===== config.mk =====
export PLATFORM = sky130hd
export DESIGN_NAME = enemy_fire_scheduler
export DESIGN_NICKNAME = d
export VERILOG_FILES = /design/src/rtl/enemy_fire_scheduler.sv
export SDC_FILE = /design/constraint.sdc
export NUM_CORES = 1
export LEC_CHECK = 0
export ABC_AREA = 1
export CORE_UTILIZATION = 40
export CTS_BUF_LIST = sky130_fd_sc_hd__clkbuf_2
export DETAILED_ROUTE_END_ITERATION = 7
export MAX_ROUTING_LAYER = met4
export PLACE_DENSITY = 0.67
export SLEW_MARGIN = 10
export SYNTH_ARGS = -nofsm -noshare
export SYNTH_HDL_FRONTEND = slang
export SYNTH_SLANG_ARGS = --single-unit

===== constraint.sdc =====
create_clock -name pclk -period 4.65 [get_ports pclk]
set_clock_uncertainty 0.15 [all_clocks]
set_input_delay 0.93 -clock pclk [delete_from_list [all_inputs] [get_ports pclk]]
set_output_delay 0.93 -clock pclk [all_outputs]
set_load 0.02 [all_outputs]

===== src/rtl/enemy_fire_scheduler.sv =====
// rtl/enemy_fire_scheduler.sv - paces and arbitrates the shared enemy missile among three enemies
module enemy_fire_scheduler #(
    parameter int BASE_CD = 60,
    parameter int CD_STEP = 8,
    parameter int MIN_CD  = 12,
    parameter int TIMEOUT = 180,
    parameter int X_OFF   = 16,
    parameter int Y_OFF   = 32
) (
    input  logic        pclk,
    input  logic        rst,
    input  logic        vblnk_in,
    input  logic [3:0]  level,
    input  logic [2:0]  alive,
    input  logic [32:0] en_x,
    input  logic [32:0] en_y,
    input  logic        missile_done,
    output logic        fire,
    output logic [1:0]  fire_id,
    output logic [10:0] fire_x,
    output logic [10:0] fire_y,
    output logic        busy
);

    typedef enum logic [2:0] {IDLE, COOLDOWN, SELECT, FIRE, FLIGHT} state_t;

    localparam logic signed [11:0] BASE_S = 12'(BASE_CD);
    localparam logic signed [11:0] STEP_S = 12'(CD_STEP);
    localparam logic signed [11:0] MIN_S  = 12'(MIN_CD);

    state_t      state, state_nxt;
    logic        vblnk_d, tick;
    logic [3:0]  level_d;
    logic [11:0] cd_cnt, cd_nxt, to_cnt, to_nxt, cd_load;
    logic signed [11:0] cd_raw;
    logic [1:0]  rr_ptr, rr_nxt, sel, sel_nxt, c1, c2;
    logic [1:0]  fire_id_q;
    logic [10:0] fire_x_q, fire_y_q, sx, sy, launch_x, launch_y;
    logic [11:0] sum_x, sum_y;

    function automatic logic [1:0] inc3(input logic [1:0] p);
        return (p == 2'd2) ? 2'd0 : p + 2'd1;
    endfunction

    assign tick    = vblnk_in & ~vblnk_d;
    assign cd_raw  = BASE_S - STEP_S * $signed({8'd0, level});
    assign cd_load = (cd_raw < MIN_S) ? 12'(MIN_CD) : cd_raw;
    assign c1      = inc3(rr_ptr);
    assign c2      = inc3(c1);

    always_comb begin
        sx = en_x[32:22];
        sy = en_y[32:22];
        case (sel)
            2'd0:    begin sx = en_x[10:0];  sy = en_y[10:0];  end
            2'd1:    begin sx = en_x[21:11]; sy = en_y[21:11]; end
            default: ;
        endcase
    end

    // Launch coordinates clamp at the right/bottom edge instead of wrapping.
    assign sum_x    = {1'b0, sx} + 12'(X_OFF);
    assign sum_y    = {1'b0, sy} + 12'(Y_OFF);
    assign launch_x = sum_x[11] ? 11'h7ff : sum_x[10:0];
    assign launch_y = sum_y[11] ? 11'h7ff : sum_y[10:0];

    // The pulse and launch data appear in the FIRE cycle itself; a shooter that died
    // since SELECT suppresses the pulse in that same cycle.
    assign fire    = (state == FIRE) && alive[sel];
    assign fire_id = fire ? sel : fire_id_q;
    assign fire_x  = fire ? launch_x : fire_x_q;
    assign fire_y  = fire ? launch_y : fire_y_q;
    assign busy    = fire || (state == FLIGHT);

    always_comb begin
        state_nxt = state;
        cd_nxt    = cd_cnt;
        to_nxt    = to_cnt;
        rr_nxt    = rr_ptr;
        sel_nxt   = sel;
        case (state)
            IDLE: begin
                if (|alive) begin
                    cd_nxt    = cd_load;
                    state_nxt = COOLDOWN;
                end
            end
            COOLDOWN: begin
                if (alive == 3'b000) begin
                    state_nxt = IDLE;
                end else if (level != level_d) begin
                    cd_nxt = cd_load;
                end else if (tick) begin
                    cd_nxt = cd_cnt - 12'd1;
                    if (cd_cnt == 12'd1) state_nxt = SELECT;
                end
            end
            SELECT: begin
                state_nxt = FIRE;
                if (alive[c1])          sel_nxt = c1;
                else if (alive[c2])     sel_nxt = c2;
                else if (alive[rr_ptr]) sel_nxt = rr_ptr;
                else                    state_nxt = IDLE;
            end
            FIRE: begin
                if (fire) begin
                    rr_nxt    = sel;
                    to_nxt    = 12'(TIMEOUT);
                    state_nxt = FLIGHT;
                end else begin
                    state_nxt = SELECT;
                end
            end
            FLIGHT: begin
                if (missile_done || (tick && to_cnt == 12'd1)) begin
                    cd_nxt    = cd_load;
                    state_nxt = COOLDOWN;
                end else if (tick) begin
                    to_nxt = to_cnt - 12'd1;
                end
            end
            default: state_nxt = IDLE;
        endcase
    end

    always_ff @(posedge pclk or negedge rst) begin
        if (!rst) begin
            state     <= IDLE;
            vblnk_d   <= 1'b0;
            level_d   <= 4'd0;
            cd_cnt    <= 12'd0;
            to_cnt    <= 12'd0;
            rr_ptr    <= 2'd2;
            sel       <= 2'd0;
            fire_id_q <= 2'd0;
            fire_x_q  <= 11'd0;
            fire_y_q  <= 11'd0;
        end else begin
            state   <= state_nxt;
            vblnk_d <= vblnk_in;
            level_d <= level;
            cd_cnt  <= cd_nxt;
            to_cnt  <= to_nxt;
            rr_ptr  <= rr_nxt;
            sel     <= sel_nxt;
            if (fire) begin
                fire_id_q <= sel;
                fire_x_q  <= launch_x;
                fire_y_q  <= launch_y;
            end
        end
    end

endmodule


# ---- Word-level counts from Yosys, hierarchy flattened
# Cells that the tools add are included.
dict set report totals {
  ff_bits 60
  inputBits 77
  word_cells 102
}
dict set report op_classes {
  addsub 7
  n_lt_le_gt_ge 5
  eq_ne 20
  mux 42
  n_bitwise 2
  reduce_logical 16
}
# operator n
set ops {}
lappend ops {{$mux W12} 9}
lappend ops {{$mux W11} 4}
lappend ops {{$pmux W11 S2} 2}
lappend ops {{$pmux W12 S3} 1}
lappend ops {{$eq A12 B1 Y1 const B} 2}
lappend ops {{$pmux W12 S2} 1}
lappend ops {{$sub A12 B1 Y12 const B} 2}
lappend ops {{$mux W3} 7}
lappend ops {{$mux W2} 9}
lappend ops {{$pmux W3 S5} 1}
lappend ops {{$add A11 B5 Y12 const B} 1}
lappend ops {{$add A11 B6 Y12 const B} 1}
lappend ops {{$lt A2 B3 Y1 const B} 4}
lappend ops {{$ne A3 B3 Y1 const B} 4}
lappend ops {{$ne A2 B2 Y1 const B} 5}
lappend ops {{$reduce_and A5 Y1} 2}
lappend ops {{$bmux W1 S2} 4}
lappend ops {{$lt A8 B5 Y1 const B} 1}
lappend ops {{$sub A6 B7 Y8 const A} 1}
lappend ops {{$eq A3 B2 Y1 const B} 2}
lappend ops {{$logic_not A3 Y1} 2}
lappend ops {{$reduce_bool A3 Y1} 2}
lappend ops {{$add A2 B1 Y2 const B} 2}
lappend ops {{$eq A2 B2 Y1 const B} 2}
lappend ops {{other kinds (15)} 21}

# ---- Longest topological paths before layout
dict set report depth {
  ltp_word 9
  mapped_depth 14
}

# ---- Worst setup path after synthesis
# OpenSTA, ideal clock, no wires.
dict set report synth_timing {
  path_type {input -> output}
  startpoint {input port en_x[26]}
  endpoint {output port fire_x[10]}
  arrival_time_ps 2297
  required_ps 3570
  slack_ps 1273
  cell_stages 10
  path_cell_list {or2_1 -> o21ai_0 -> nor2_2 -> ha_1 -> nand4_1 -> nor2_1 -> nand3b_1 -> nand2_1 -> nor2_1 -> nor2_1}
}
dict set report synth_via {
  elab_chain_len 4
}
# item line_no
set synth_rtl {}
lappend synth_rtl {{from (decl)} 15} ;# input logic [32:0] en_x,
lappend synth_rtl {{$pmux W11 S2} 54} ;# case (sel)
lappend synth_rtl {{$add A11 B5 Y12} 62} ;# assign sum_x = {1'b0, sx} + 12'(X_OFF);
lappend synth_rtl {{$mux W11} 64} ;# assign launch_x = sum_x[11] ? 11'h7ff : sum_x[10:0];
lappend synth_rtl {{$mux W11} -}
lappend synth_rtl {{to (decl)} 20} ;# output logic [10:0] fire_x,
# No other way between the ends.

# ---- Worst setup path in the final report
dict set report layout_timing {
  startpoint {input port en_y[28]}
  endpoint {output port fire_y[7]}
}
dict set report layout_via {
  elab_chain_len 4
}
# item line_no
set layout_rtl {}
lappend layout_rtl {{from (decl)} 16} ;# input logic [32:0] en_y,
lappend layout_rtl {{$pmux W11 S2} 54}
lappend layout_rtl {{$add A11 B6 Y12} 63} ;# assign sum_y = {1'b0, sy} + 12'(Y_OFF);
lappend layout_rtl {{$mux W11} 65} ;# assign launch_y = sum_y[11] ? 11'h7ff : sum_y[10:0];
lappend layout_rtl {{$mux W11} -}
lappend layout_rtl {{to (decl)} 21} ;# output logic [10:0] fire_y,
# No other way between the ends.

==> flow_summary.ini <==
[run_status]
status = completed

[cts]
cts_setup_buffers = 0
hold_buffers = 0
clk_latency_ps = 480
cts.path.max_buffers = 2
cts_num_sinks = 60
cts_tree = yes
cts_buffers = 9
cts_max_level = 3
path_clk_slew_ps = 160
cts.repair.resized = 1
root_buffer = clkbuf_2

[floorplanning]
fp.dieArea_um2 = 10500
core-area_um2 = 9770
rows = 36
die_w_um = 103
initial_core_util_pct = 41.3
ios = 103
chipHeight_um = 103

[final_layout]
drive_gt1_share_pct = 9.01
layout.nets = 757
design_area_um2 = 5270
area_growth_pct = 30.5
n_antenna_cell = 0

[placement]
portBuffers = 102
place_congestion = 0.880
hpwl_um = 8380
placed_cell_area_um2 = 5170

[run]
maxCapViolCount = 0

[timing]
slew-limit-headroom_pct = 30.5
fin_crit_ps = 4370
rsz0062_at_grt = no
worst_pin_slew_ps = 1040
setup_viol = 0
period_share_pct = 93.9
max_clock_freq_mhz = 229
finalHoldViolCount = 0
slew_violations = 0
final.setup.tns_ps = 0

[worst_setup_path]
path_cells = clkdlybuf4s50_1, inv_1, nand2_1, nand2_1, nor2_1, ha_1, inv_1, nor2_2, nand2_1, nor2_4, nor2_8, a21oi_2, clkdlybuf4s50_1
cp-start-kind = primary input
critPathSlowestCell = clkdlybuf4s50_1
critPathMaxStageDelay_ps = 630
r2r_slack_ps = 2250
cp_max_fo = 8
crit_top_cell = nand2_1
cp.arrival_ps = 3290
worstSetupPathType = in -> out
critPathRequiredTime_ps = 3570
r2r_cells = 11
cp-end-kind = output port

[drt]
firstDrtPassIters = 4
via_per_inst = 4.98
routed_wirelength_um = 11100
drc = 0
drt_iter0_drc = 106
vias = 4034
antenna_left = 0
routedWlPerCell_um = 13.7

[yosys]
ys_ff_latch = 60
ys_top_cells_by_area = dfrtp_1 (37%), nand2_1 (14%), nor2_1 (7.0%), inv_1 (6.5%), nand3_1 (5.6%)
synth_top_area_share_pct = 36.5
syn_nets = 651
synth_area_leader_cell = dfrtp_1
syn_area_per_cell_um2 = 7.13
yosys_warnings = 0
syn-instance-count = 567
async_flop_share_pct = 100
yosysUniqueCellTypes = 41
ys_seq_area_share_pct = 37.2
netlist_area_um2 = 4040
synth_flop_cell = dfrtp_1
synth_edf_count = 0

[power_and_ir_drop]
clkPwrFrac_pct = 16.8
switching_share_pct = 38.7
power_switching_mw = 0.720
pwr-share-seq_pct = 39.3
ir_worst_vdd_mv = 0.199
p_int_mw = 1.14
power.leakage_nw = 2.54
p_comb_share_pct = 43.9
powerDensity_nw_per_um2 = 353
finalPower_mw = 1.86

[worst_hold_path]
hold_class = reg -> reg
hold_depth = 2

[grt]
grt_overflow_total = 0
grt_pass1_wl_um = 18000
grt_util_all_layers_pct = 23.0
grt_pass1_vias = 3913
grt_max_degree = 47
antenna_found_initial = 0
## per-stage QoR
step                util (%)  setup slack (ps)  instances  hold slack (ps)
finish                  54.0               282        810              352
global route            54.0              24.9        810              380
CTS                     54.0               262        810              356
detailed placement      52.9               291        794              317
global placement        52.9               353        794              312
floorplan                  -              1270        567              331
## cells in the final DEF (no fill, tap or decap), types with 4 or more instances in the layout
cell and n:
a21boi_0 6, a21oi_1 8, a21oi_2 8, a22oi_1 6, a31oi_1 7, clkbuf_2 11, clkdlybuf4s50_1 101, dfrtp_1 58
ha_1 7, inv_1 70, inv_2 7, nand2_1 147, nand2_2 6, nand3_1 45, nand4_1 5, nor2_1 75
nor2_2 8, nor3_1 6, o21ai_0 25, o21ai_1 17, xnor2_1 4, xor2_1 12
## critical path: cells and delay by family
kind	cells	cell delay, ps
and+or+nand+nor	7	790
adders and majority gates	1	210
buffers and inverters	4	1190
AOI/OAI and AO/OA	1	170
## power groups by stage
stage               registers, mW  logic [mW]  clock network, mW
finish                      0.733       0.818              0.312
global route                0.751       0.906              0.349
CTS                         0.733       0.822              0.327
detailed placement          0.743       0.819                  0
global placement            0.740       0.798                  0
floorplan                   0.723       0.499                  0
## synth_stat cells, drive strengths merged, types with 3 or more instances
library cell / number
inv: 78
a22o: 3
xnor2: 4
dfrtp: 59
a21boi: 6
nand2: 153
nand3b: 3
nand3: 49
o21ai: 42
a22oi: 6
a31oi: 7
nor3: 7
nand4: 5
a21oi: 18
nor2: 86
xor2: 12
ha: 7
buf: 12
## final cells by class
class                           instances  area, um2
Inverter                               78        295
Fill cell                             971       4500
Tap cell                              133        166
Sequential cell                        60       1500
Clock buffer                           11       55.1
Timing Repair Buffer                  106       1060
Clock inverter                          4       41.3
Multi-Input combinational cell        418       2150
## worst paths after layout
path,startpoint,endpoint
max,en_y[28],fire_y[7]
min,fire_id_q[0]$_DFF_PN0_,fire_id_q[0]$_DFF_PN0_
max reg2reg,sel[1]$_DFFE_PN0P_,fire_y_q[8]$_DFF_PN0_
min reg2reg,fire_id_q[0]$_DFF_PN0_,fire_id_q[0]$_DFF_PN0_
max in group asynchronous,rst,cd_cnt[9]$_DFFE_PN0P_
min in group asynchronous,rst,fire_y_q[5]$_DFF_PN0_
## kinds of logic (layout without fill, tap and decap cells)
logic type                 count (synthesis)  after routing  share of synthesized area, %
AOI/OAI and AO/OA                         88             88                          13.8
and+or+nand+nor                          306            307                          33.7
xor gates and xnor gates                  16             16                          3.47
buffers and inverters                     90            199                          9.69
adders and majority gates                  7              7                          2.17
DFF                                       60             60                          37.2
## routing by layer
layer	routed length [um]	vias to the layer above	part of all wire [%]	track usage [%]
li1	-	2042	-	-
met1	4770	1884	43	25.2
met2	5420	95	49	40.7
met3	798	13	7.2	6.31
met4	133	0	1.2	6.37
met5	0	-	0	-
## state kept, by name (all words and copies together), names as in the netlist
name       flops
cd_cnt        12
fire_id_q      2
fire_x_q      11
fire_y_q      11
level_d        4
rr_ptr         2
sel            2
state          3
to_cnt        12
vblnk_d        1
Power figures use the tool's default switching activity.
